===== src/rtl/tl45_wb_arbiter.sv =====
// tl45_wb_arbiter: two-master, one-slave pipelined Wishbone arbiter for the TL45 system bus.
//
// Master 0 is the memory stage, master 1 the caching instruction prefetch. A master holds the
// grant for as long as it keeps CYC high. When both request at once, the master that was not
// granted last wins. The slave-side mux is steered only by the registered state, so there is
// no combinational path from a request to the bus.
//
// Ports:
//   i_clk, i_reset         clock, synchronous active-high reset
//   i_mX_cyc/stb/we        master X cycle, strobe, write enable
//   i_mX_addr/data/sel     master X word address, write data, byte select
//   o_mX_ack/stall/err     master X responses (stall=1, ack=err=0 when not granted)
//   o_mX_data              master X read data (0 when not granted)
//   o_wb_*                 slave-side request signals
//   i_wb_ack/stall/err     slave responses
//   i_wb_data              slave read data
//   o_grant                one-hot grant {m1, m0}, 00 when idle
//
// Optional feature, enabled by defining WB_ARB_TIMEOUT_EN: an 8-bit bus-timeout counter that
// errors the granted master after TIMEOUT cycles without a slave response and then holds the
// bus idle (ABORT) until that master drops CYC.

module tl45_wb_arbiter #(
    parameter int unsigned AW      = 30,
    parameter int unsigned DW      = 32,
    parameter int unsigned TIMEOUT = 255
) (
    input  logic          i_clk,
    input  logic          i_reset,
    // Master 0 (memory stage)
    input  logic          i_m0_cyc,
    input  logic          i_m0_stb,
    input  logic          i_m0_we,
    input  logic [AW-1:0] i_m0_addr,
    input  logic [DW-1:0] i_m0_data,
    input  logic [3:0]    i_m0_sel,
    output logic          o_m0_ack,
    output logic          o_m0_stall,
    output logic          o_m0_err,
    output logic [DW-1:0] o_m0_data,
    // Master 1 (instruction prefetch)
    input  logic          i_m1_cyc,
    input  logic          i_m1_stb,
    input  logic          i_m1_we,
    input  logic [AW-1:0] i_m1_addr,
    input  logic [DW-1:0] i_m1_data,
    input  logic [3:0]    i_m1_sel,
    output logic          o_m1_ack,
    output logic          o_m1_stall,
    output logic          o_m1_err,
    output logic [DW-1:0] o_m1_data,
    // Slave side
    output logic          o_wb_cyc,
    output logic          o_wb_stb,
    output logic          o_wb_we,
    output logic [AW-1:0] o_wb_addr,
    output logic [DW-1:0] o_wb_data,
    output logic [3:0]    o_wb_sel,
    input  logic          i_wb_ack,
    input  logic          i_wb_stall,
    input  logic          i_wb_err,
    input  logic [DW-1:0] i_wb_data,
    output logic [1:0]    o_grant
);

    typedef enum logic [1:0] {
        StIdle,
        StGrantM0,
        StGrantM1
`ifdef WB_ARB_TIMEOUT_EN
        , StAbort
`endif
    } state_e;

    state_e state_q, state_d;
    logic   last_grant_q, last_grant_d;   // 0: m0 was granted last, 1: m1
    logic   granted_cyc;                  // CYC of the currently granted master
    logic   timeout_hit;

    localparam logic [7:0] TimeoutCount = 8'(TIMEOUT);

    // Arbitration rule shared by IDLE and by the release edge of a grant.
    function automatic state_e arbitrate(input logic req0, input logic req1, input logic last);
        state_e res;
        res = StIdle;
        if (req0 && req1) begin
            res = last ? StGrantM0 : StGrantM1;
        end else if (req0) begin
            res = StGrantM0;
        end else if (req1) begin
            res = StGrantM1;
        end
        return res;
    endfunction

    always_comb begin
        granted_cyc = 1'b0;
        if (state_q == StGrantM0) begin
            granted_cyc = i_m0_cyc;
        end else if (state_q == StGrantM1) begin
            granted_cyc = i_m1_cyc;
        end
    end

`ifdef WB_ARB_TIMEOUT_EN
    logic [7:0] timer_q, timer_d;
    logic       abort_m1_q;   // which master owned the bus when the abort started

    // A response in the same cycle as the limit wins over the timeout.
    assign timeout_hit = granted_cyc && (timer_q == TimeoutCount) && !i_wb_ack && !i_wb_err;

    always_comb begin
        timer_d = timer_q;
        if ((state_d != state_q) || i_wb_ack || i_wb_err) begin
            timer_d = 8'd0;
        end else if (granted_cyc) begin
            timer_d = timer_q + 8'd1;
        end
    end

    always_ff @(posedge i_clk) begin
        if (i_reset) begin
            timer_q    <= 8'd0;
            abort_m1_q <= 1'b0;
        end else begin
            timer_q <= timer_d;
            if (state_q != StAbort) begin
                abort_m1_q <= (state_q == StGrantM1);
            end
        end
    end
`else
    logic unused_timeout;
    assign timeout_hit    = 1'b0;
    assign unused_timeout = ^TimeoutCount;
`endif

    // Next-state logic
    always_comb begin
        state_d      = state_q;
        last_grant_d = last_grant_q;
        case (state_q)
            StIdle: begin
                state_d = arbitrate(i_m0_cyc, i_m1_cyc, last_grant_q);
            end
            StGrantM0: begin
                if (!i_m0_cyc) begin
                    last_grant_d = 1'b0;
                    state_d      = arbitrate(1'b0, i_m1_cyc, 1'b0);
`ifdef WB_ARB_TIMEOUT_EN
                end else if (timeout_hit) begin
                    state_d = StAbort;
`endif
                end
            end
            StGrantM1: begin
                if (!i_m1_cyc) begin
                    last_grant_d = 1'b1;
                    state_d      = arbitrate(i_m0_cyc, 1'b0, 1'b1);
`ifdef WB_ARB_TIMEOUT_EN
                end else if (timeout_hit) begin
                    state_d = StAbort;
`endif
                end
            end
`ifdef WB_ARB_TIMEOUT_EN
            StAbort: begin
                if (abort_m1_q ? !i_m1_cyc : !i_m0_cyc) begin
                    last_grant_d = abort_m1_q;
                    state_d      = arbitrate(i_m0_cyc && abort_m1_q, i_m1_cyc && !abort_m1_q,
                                             abort_m1_q);
                end
            end
`endif
            default: begin
                state_d = StIdle;
            end
        endcase
    end

    always_ff @(posedge i_clk) begin
        if (i_reset) begin
            state_q      <= StIdle;
            last_grant_q <= 1'b0;
        end else begin
            state_q      <= state_d;
            last_grant_q <= last_grant_d;
        end
    end

    // Bus mux and response steering, driven only by the registered state.
    always_comb begin
        o_wb_cyc   = 1'b0;
        o_wb_stb   = 1'b0;
        o_wb_we    = 1'b0;
        o_wb_addr  = '0;
        o_wb_data  = '0;
        o_wb_sel   = 4'h0;
        o_m0_ack   = 1'b0;
        o_m0_stall = 1'b1;
        o_m0_err   = 1'b0;
        o_m0_data  = '0;
        o_m1_ack   = 1'b0;
        o_m1_stall = 1'b1;
        o_m1_err   = 1'b0;
        o_m1_data  = '0;
        case (state_q)
            StGrantM0: begin
                o_wb_cyc   = i_m0_cyc;
                o_wb_stb   = i_m0_cyc & i_m0_stb;
                o_wb_we    = i_m0_we;
                o_wb_addr  = i_m0_addr;
                o_wb_data  = i_m0_data;
                o_wb_sel   = i_m0_sel;
                o_m0_ack   = i_wb_ack;
                o_m0_stall = i_wb_stall;
                o_m0_err   = i_wb_err | timeout_hit;
                o_m0_data  = i_wb_data;
            end
            StGrantM1: begin
                o_wb_cyc   = i_m1_cyc;
                o_wb_stb   = i_m1_cyc & i_m1_stb;
                o_wb_we    = i_m1_we;
                o_wb_addr  = i_m1_addr;
                o_wb_data  = i_m1_data;
                o_wb_sel   = i_m1_sel;
                o_m1_ack   = i_wb_ack;
                o_m1_stall = i_wb_stall;
                o_m1_err   = i_wb_err | timeout_hit;
                o_m1_data  = i_wb_data;
            end
            default: begin
                // IDLE and ABORT keep the defaults: bus quiet, masters stalled.
            end
        endcase
    end

    assign o_grant = {state_q == StGrantM1, state_q == StGrantM0};

endmodule


===== config.mk =====
export PLATFORM = sky130hd
export DESIGN_NAME = tl45_wb_arbiter
export DESIGN_NICKNAME = d
export VERILOG_FILES = /design/src/rtl/tl45_wb_arbiter.sv
export SDC_FILE = /design/constraint.sdc
export NUM_CORES = 1
export LEC_CHECK = 0
export ABC_CLOCK_PERIOD_IN_PS = 2900
export BUFFER_PORTS_ARGS = -buffer_cell sky130_fd_sc_hd__buf_2
export CAP_MARGIN = 20
export CORE_AREA = 2 2 123 125
export CTS_CLUSTER_DIAMETER = 80
export DETAILED_ROUTE_END_ITERATION = 7
export DIE_AREA = 0 0 125 127
export MAX_ROUTING_LAYER = met4
export PLACE_DENSITY = 0.53
export SLEW_MARGIN = 20
export SYNTH_ARGS = -nofsm -noshare
export SYNTH_HDL_FRONTEND = slang
export SYNTH_SLANG_ARGS = --single-unit

===== constraint.sdc =====
create_clock -name i_clk -period 2.9 [get_ports i_clk]
set_input_delay 0.435 -clock i_clk [delete_from_list [all_inputs] [get_ports i_clk]]
set_output_delay 0.435 -clock i_clk [all_outputs]
set_load 0.01 [all_outputs]

==> qor.csv <==
metric,value,unit
row cnt,44,
synth-to-layout area growth,104,%
"Cell Chain, Critical Path","inv_1, ha_4, buf_4, a22oi_1, nor2b_1, buf_2",
synthesized area per cell,6.63,µm²
first-pass GRT wire length,13500,µm
Maximum Capacitance Violations,0,
mapped cell area,1760,µm²
Final Cycle Share,77.4,%
compound-cell area share of the yosys netlist,31.6,%
slew margin rel.,73.6,%
multiplexer share of the synthesized area,0,%
"commonest non-fill, non-tap cells in the layout","315 x buf_2, 69 x and2_1, 67 x a22oi_1, 67 x nor2b_1",
post-route design area,3600,µm²
yosys warns,0,
Post-Route WL,9530,µm
pin count of the biggest net entering global routing,69,
grt total ovfl,0,
Worst path top cell family by delay,buffers and inverters,
IO Pins,316,
HPWL Detailed,7650,µm
Num CTS Buffers,3,
Cell Pwr Density,251,nW/µm²
simple-gate share of the synthesized area,52.9,%
min-delay worst type,input pin to flop,
Setup Buffers After CTS,0,
Synth Area in Adders,4.26,%
post-synthesis net count,447,
post-route ant nets,0,
Critical path buffers and inverters,3,
Filler cells,1626,
CP Depth,6,
"leading cell type in the layout, fill and taps excluded",buf_2,
initial antenna violation count,1,
Post-DP Area,3530,µm²
r2r setup slk,1160,ps
Max VDD drop,0.270,mV
endpoints failing setup,0,
Critical-path top delay cell,buf_4,
Synth Instances,266,
Root Buffer Master,clkbuf_16,
measured slew at the worst slew-check pin,395,ps
Yosys top cell area share,28.5,%
post-route setup TNS,0,ps
Final Net Count,742,
final non-filler cell total,744,
hold buffer count at cts,0,
RSZ-0062 raised after global routing,false,
DRT Pass-1 Iters,4,
"area leader, netlist",a22oi_1,
CP arrival,1810,ps
clk sinks,3,
CTS tree,done,
leakage power,1.99,nW
post-CTS resize count,0,
Worst-Skew Late Latency,220,ps
Netlist cell types,22,
"CTS clk-pin slew, worst paths",30,ps
routed vias/inst,3.98,
Placed Instances,740,
Residual DRC,0,
critical path type,flop to output pin,
Critical Path RT,2470,ps
Vert. Die Dim,127,µm
f_max,446,MHz
Final min period,2240,ps
vias in the first global route,2447,
Worst Setup End Kind,output pin,
layout cells sized above 1,58.4,%
Total GRT Usage,10.4,%
startpoint types,flop,
largest family of logic cells by synthesized area,simple AND/OR/NAND/NOR gates,
port bufs,315,
post-synthesis sequential area ratio,3.40,%
final hold violations,0,
Routed WL per cell,12.8,µm
H-tree depth,1,
via count,2959,
"Power, Total",0.905,mW
final-report max-slew violation count,0,
synthesis-stage register bit count,3,
final hold slack,439,ps
die area,15900,µm²
post-synthesis xor/xnor area fraction,0,%
Worst Skew,1.43,ps
CTS Buffer Depth,2,
crit path max fanout,35,
largest cells by area after synthesis,"a22oi_1 29%, and2_1 24%, nor2b_1 24%, clkbuf_1 4.7%, ha_1 4.3%",
antenna fix cells,0,
Initial Utilization,12.2,%
FF-to-FF path depth,5,
Core Box Area,14400,µm²
status,completed,
"slowest stage delay, CP",390,ps
Die X,125,µm
Placer Congestion,0.778,
Hold Path Stages,2,
drt first-iter violations,145,
==> cell families (layout without fill, tap and decap cells) <==
kind of cell | after synthesis | count (layout)
DFF | 3 | 3
buffers and inverters | 33 | 327
and+or+nand+nor | 149 | 149
adders and majority gates | 6 | 6
AOI/OAI and AO/OA | 75 | 75
==> flip-flops by register name, indices dropped and copies added (netlist names) <==
name          flops
last_grant_q      1
state_q           2
==> final timing paths <==
| kind | to | startpoint |
|---|---|---|
| worst max-delay path | o_wb_data[10] | state_q[1]$_SDFFE_PP0P_ |
| worst min-delay path | last_grant_q$_SDFFE_PP0P_ | i_reset |
| worst max register to register | state_q[0]$_SDFFE_PP0P_ | state_q[0]$_SDFFE_PP0P_ |
| worst min register to register | last_grant_q$_SDFFE_PP0P_ | last_grant_q$_SDFFE_PP0P_ |
==> per-layer routing <==
| metal | vias up | wire [µm] | global-route usage (%) |
|---|---|---|---|
| met2 | 119 | 4870 | 18.0 |
| met5 | - | 0 | - |
| met4 | 0 | 16 | 0.915 |
| li1 | 1509 | - | - |
| met3 | 2 | 599 | 1.05 |
| met1 | 1329 | 4040 | 13.7 |
==> cells in the mapped netlist (all sizes together) <==
| cell type | count |
|---|---|
| a21boi | 1 |
| a21oi | 4 |
| a22o | 1 |
| a22oi | 67 |
| and2 | 69 |
| buf | 9 |
| clkbuf | 22 |
| dfxtp | 3 |
| ha | 6 |
| inv | 2 |
| nand2 | 1 |
| nand2b | 4 |
| nand3 | 2 |
| nand3b | 2 |
| nor2 | 1 |
| nor2b | 67 |
| nor3 | 1 |
| o21ai | 2 |
| or4b | 2 |
==> layout make-up <==
type                       instances  area, µm²  share of cell area, %
clock buffer                       4       78.8                   2.19
inverter                           2       7.51                  0.208
multi-input combinational        230       1580                   43.9
sequential                         3       60.1                   1.67
tap                              184        230                   6.39
timing repair buffer             321       1650                   45.7
==> per-stage QoR <==
stage | utilization [%] | setup WS (ps)
floorplan | - | 1010
global placement | 24.4 | 903
detailed placement | 24.4 | 906
CTS | 25.0 | 660
global route | 25.0 | 514
finish | 25.0 | 656
==> report_power, final <==
part	internal [mW]	switching (mW)	leakage, nW	total [mW]
registers	0.0452	0.00510	0.0246	0.0503
clock network	0.181	0.0354	0.0382	0.217
logic	0.314	0.324	1.93	0.638
(Power assumes the default switching activity.)
